$ cat src/rtl/mm_cmd_initiator.sv
// Avalon-MM single-transaction master: valid/ready command stream in, response stream out.
// One transaction outstanding at a time; waitrequest honoured; optional timeout for stuck slaves.
module mm_cmd_initiator #(
    parameter int unsigned ADDRESS_SIZE   = 32,
    parameter int unsigned REG_SIZE       = 32,
    parameter int unsigned TIMEOUT_CYCLES = 1024
) (
    input  logic                    clk,
    input  logic                    rst,
    input  logic                    cmd_valid,
    output logic                    cmd_ready,
    input  logic                    cmd_write,
    input  logic [ADDRESS_SIZE-1:0] cmd_address,
    input  logic [REG_SIZE-1:0]     cmd_writedata,
    output logic                    rsp_valid,
    input  logic                    rsp_ready,
    output logic                    rsp_write,
    output logic [REG_SIZE-1:0]     rsp_readdata,
    output logic                    rsp_timeout,
    output logic                    busy,
    output logic [ADDRESS_SIZE-1:0] mm_master_address,
    output logic                    mm_master_write,
    output logic [REG_SIZE-1:0]     mm_master_writedata,
    output logic                    mm_master_read,
    input  logic                    mm_master_readdatavalid,
    input  logic [REG_SIZE-1:0]     mm_master_readdata,
    input  logic                    mm_master_waitrequest
);

    localparam int unsigned CNT_W = (TIMEOUT_CYCLES > 0) ? $clog2(TIMEOUT_CYCLES + 1) : 1;
    localparam logic [CNT_W-1:0] CNT_LAST = CNT_W'(TIMEOUT_CYCLES - 1);

    typedef enum logic [2:0] {StIdle, StWr, StRd, StRdWait, StResp} state_e;

    state_e           state_q;
    logic [CNT_W-1:0] cnt_q;
    logic             timeout_hit;

    // The limit is reached on the edge that ends the TIMEOUT_CYCLES-th bus cycle.
    assign timeout_hit = (TIMEOUT_CYCLES != 0) && (cnt_q == CNT_LAST);
    assign cmd_ready   = (state_q == StIdle);
    assign busy        = (state_q != StIdle);

    always_ff @(posedge clk) begin
        if (rst) begin
            state_q             <= StIdle;
            cnt_q               <= '0;
            rsp_valid           <= 1'b0;
            rsp_write           <= 1'b0;
            rsp_readdata        <= '0;
            rsp_timeout         <= 1'b0;
            mm_master_address   <= '0;
            mm_master_write     <= 1'b0;
            mm_master_writedata <= '0;
            mm_master_read      <= 1'b0;
        end else begin
            unique case (state_q)
                StIdle: begin
                    if (cmd_valid) begin
                        mm_master_address   <= cmd_address;
                        mm_master_writedata <= cmd_writedata;
                        mm_master_write     <= cmd_write;
                        mm_master_read      <= !cmd_write;
                        cnt_q               <= '0;
                        state_q             <= cmd_write ? StWr : StRd;
                    end
                end
                StWr: begin
                    if (!mm_master_waitrequest || timeout_hit) begin
                        mm_master_write <= 1'b0;
                        rsp_valid       <= 1'b1;
                        rsp_write       <= 1'b1;
                        rsp_readdata    <= '0;
                        rsp_timeout     <= mm_master_waitrequest;
                        state_q         <= StResp;
                    end else begin
                        cnt_q <= cnt_q + 1'b1;
                    end
                end
                StRd: begin
                    if (!mm_master_waitrequest) begin
                        mm_master_read <= 1'b0;
                    end
                    // Zero-latency slave: data may arrive in the accept cycle itself.
                    if (!mm_master_waitrequest && mm_master_readdatavalid) begin
                        rsp_valid    <= 1'b1;
                        rsp_write    <= 1'b0;
                        rsp_readdata <= mm_master_readdata;
                        rsp_timeout  <= 1'b0;
                        state_q      <= StResp;
                    end else if (timeout_hit) begin
                        mm_master_read <= 1'b0;
                        rsp_valid      <= 1'b1;
                        rsp_write      <= 1'b0;
                        rsp_readdata   <= '0;
                        rsp_timeout    <= 1'b1;
                        state_q        <= StResp;
                    end else begin
                        cnt_q <= cnt_q + 1'b1;
                        if (!mm_master_waitrequest) begin
                            state_q <= StRdWait;
                        end
                    end
                end
                StRdWait: begin
                    if (mm_master_readdatavalid || timeout_hit) begin
                        rsp_valid    <= 1'b1;
                        rsp_write    <= 1'b0;
                        rsp_readdata <= mm_master_readdatavalid ? mm_master_readdata : '0;
                        rsp_timeout  <= !mm_master_readdatavalid;
                        state_q      <= StResp;
                    end else begin
                        cnt_q <= cnt_q + 1'b1;
                    end
                end
                StResp: begin
                    if (rsp_ready) begin
                        rsp_valid <= 1'b0;
                        state_q   <= StIdle;
                    end
                end
                default: state_q <= StIdle;
            endcase
        end
    end

endmodule

$ cat config.mk
export PLATFORM = sky130hd
export DESIGN_NAME = mm_cmd_initiator
export DESIGN_NICKNAME = d
export VERILOG_FILES = /design/src/rtl/mm_cmd_initiator.sv
export SDC_FILE = /design/constraint.sdc
export NUM_CORES = 1
export LEC_CHECK = 0
export CORE_AREA = 10 10 122 124
export CTS_CLUSTER_SIZE = 20
export DETAILED_ROUTE_END_ITERATION = 7
export DIE_AREA = 0 0 132 134
export PLACE_DENSITY = 0.65
export SETUP_SLACK_MARGIN = 0.2
export SYNTH_ARGS = -nofsm -noshare
export SYNTH_HDL_FRONTEND = slang
export SYNTH_SLANG_ARGS = --single-unit
$ cat constraint.sdc
create_clock -name clk -period 2.3 [get_ports clk]
set_input_delay 0.69 -clock clk [delete_from_list [all_inputs] [get_ports clk]]
set_output_delay 0.69 -clock clk [all_outputs]
set_load 0.01 [all_outputs]
==> impl_metrics.tcl <==
set metrics [dict create \
    run_status "finished, final reports clean" \
    p_clk_share_pct 34.2 \
    finalCriticalPeriod_ns 2.03 \
    clockRootBuffer "clkbuf_16" \
    antenna_cells 0 \
    die_w_um 132 \
    htreeDepth 4 \
    antenna_found_initial 0 \
    met2_length_um 6600 \
    synthTopCellsByArea "dfxtp_1 (54%), nand2_1 (12%), a21oi_1 (8.8%), a22o_1 (6.6%), nor2_1 (1.6%)" \
    power.leakage_uw 0.00265 \
    path_class "reg2out" \
    start_kind "flop" \
    drc_errors 0 \
    io_buffers 205 \
    ys_warn_count 0 \
    syn_area_sq_um 4250 \
    ys_ff_latch 115 \
    combPwrFrac_pct 32.2 \
    synth-edff-count 0 \
    syn_nets 587 \
    drtAntennaViolNets 0 \
    synth_cells 483 \
    setup_viol 0 \
    routed-via-count 4218 \
    crit_family "buffers and inverters" \
    via_per_inst 4.80 \
    fmax_ghz 0.494 \
    fin_tns_setup_ns 0 \
    pwr-share-seq_pct 33.6 \
    syn_avg_cell_area_sq_um 8.80 \
    rsz0062_at_grt "false" \
    first_pass_iters 4 \
    power_density_nw_per_um2 1030 \
    synth.largest_area_cell "dfxtp_1" \
    clkTransAtPathRegs_ns 0.06 \
    cts_tree "done" \
    synth_seq_area_share_pct 54.1 \
    clkSinkCount 115 \
    fillers 1096 \
    cts_buffer_depth 2 \
    hold_viol_final 0 \
    grt_pass1_wl_um 22900 \
    slew_violations 0 \
    wirelength_um 14500 \
    row_count 41 \
    grt_max_degree 75 \
    fp.dieArea_sq_um 17700 \
    start_util_pct 34.1 \
    p_int_uw 5000 \
    drt_iter0_markers 304 \
    drive_gt1_share_pct 10.3 \
    tritoncts.num_buffers 17 \
    crit_fanout 2 \
    overflow 0 \
    cts_hold_buf 0 \
    highest_layer "met4" \
    dr_wl_met3_um 1460 \
    critPathRequiredTime_ns 1.61 \
    grt_use_total_pct 15.8 \
    dp_hpwl_um 10600 \
    grt_pass1_vias 4350 \
    synth_flop_cell "dfxtp_1" \
    gp_congestion 0.751 \
    slowest_stage "clkdlybuf4s50_1" \
    end_kind "primary output" \
    fin_crit_sh_pct 88.1 \
    crit_arrival_ns 1.34 \
    wl_per_cell_um 16.5 \
    finClkSkew_ns 0.00973 \
    die_h_um 134 \
    pin_count 206 \
    syn_to_final_growth_pct 68.2 \
    maxCapViolations 0 \
    vdd_drop_max_mv 0.494 \
    layout.nets 798 \
    swShare_pct 32.3 \
    yosysTopAreaCellShare_pct 54.1 \
    cpPeakStageDelay_ns 0.59 \
    met1_length_um 6280 \
    hp-class "reg2reg" \
    timing.slew.headroom_pct 46.8 \
    p_sw_uw 2390 \
    cp.buffers_inverters 1 \
    max_slew.worst_pin.slew_ns 0.798 \
    path_cells "clkdlybuf4s50_1" \
    power_uw 7390 \
    synthArstFlopShare_pct 0 \
    clk_latency_ns 0.41 \
    placeableCoreArea_sq_um 12500 \
    fin_util_pct 57.4 \
    ys_types 57 \
]
[state kept, by name, summed over array words and instances (netlist names), 3 cells and up]
name / flops
cnt_q: 11
mm_master_writedata: 32
mm_master_address: 32
rsp_readdata: 32
state_q: 3
[what timing repair did]
item | in CTS | in global routing
resized for setup | 3 | 8
buffers inserted | 0 | 3
pin swaps | 0 | 1
setup endpoints to repair | 34 | 38
[per-stage QoR]
stage | setup WS (ns) | hold WS [ns] | area [sq um] | std cells
6_report | 0.275 | 0.452 | 7150 | 879
5_1_grt | 0.197 | 0.470 | 7150 | 879
3_3_place_gp | -0.286 | 0.441 | 6540 | 844
3_5_place_dp | -0.362 | 0.446 | 6540 | 844
4_1_cts | 0.195 | 0.454 | 7120 | 876
2_1_floorplan | 0.322 | 0.441 | 4250 | 483
[cell type report]
type,count,area (sq um),area share [%]
repair buffers,226,2240,31.4
flip-flops and latches,115,2300,32.2
clock inverters,15,148,2.06
clock buffers,17,425,5.95
well taps,172,215,3.01
inverters,4,15.0,0.210
multi-input cells,330,1800,25.2
[cell usage in the layout (no fill, tap or decap), drive strengths merged, types with 4 or more instances in the layout]
cell	n
a21oi	76
a22o	32
and2	4
buf	22
clkbuf	19
clkdlybuf4s50	202
clkinv	6
dfxtp	115
inv	9
nand2	139
nand3	4
nand4	4
nor2	18
o211ai	4
o21ai	5
[power by group through the flow]
stage / combinational, uW / sequential, uW / clock, uW
6_report: 2380 / 2480 / 2530
5_1_grt: 2600 / 2510 / 2680
4_1_cts: 2380 / 2480 / 2580
3_5_place_dp: 2380 / 2520 / 0
3_3_place_gp: 2350 / 2500 / 0
2_1_floorplan: 1000 / 2650 / 0
[synthesized netlist by cell type, drive strengths merged (2+ instances only)]
| master | number |
|---|---|
| a21oi | 76 |
| inv | 3 |
| o31ai | 3 |
| dfxtp | 115 |
| a31oi | 2 |
| nand3 | 4 |
| a22o | 32 |
| buf | 16 |
| o21a | 2 |
| o2111a | 2 |
| o21ai | 5 |
| a211oi | 2 |
| clkbuf | 18 |
| nor3 | 3 |
| nor2b | 3 |
| a311oi | 2 |
| nand4 | 4 |
| nand2 | 139 |
| or3 | 2 |
| nor2 | 18 |
| o211ai | 4 |
| and2 | 4 |
| a32o | 2 |
[per-layer routing]
layer,GRT usage (%),vias up
met5,0,-
met4,4.76,0
met3,8.29,18
met2,25.4,181
met1,17.9,1925
li1,-,2094
[path summary, 6_finish.rpt]
| check | from | end | slack, ns | depth (start not counted) |
|---|---|---|---|---|
| max reg2reg | cnt_q[0]$_SDFFE_PP0P_ | rsp_readdata[25]$_SDFFE_PP0P_ | 0.32 | 7 |
| min | mm_master_address[30]$_SDFFE_PP0P_ | mm_master_address[30]$_SDFFE_PP0P_ | 0.45 | 2 |
| max | rsp_valid$_SDFFE_PP0P_ | rsp_valid | 0.27 | 1 |
| min reg2reg | mm_master_address[30]$_SDFFE_PP0P_ | mm_master_address[30]$_SDFFE_PP0P_ | 0.45 | 2 |
[kinds of logic after synthesis]
kind of cell / count (synthesis) / share of synthesized area (%)
and+or+nand+nor: 186 / 18.9
AOI/OAI and AO/OA: 142 / 22.2
DFF: 115 / 54.1
buffers and inverters: 38 / 4.18
muxes: 1 / 0.265
adders and majority gates: 1 / 0.294
Note: power is estimated with default switching activity, not from simulation.
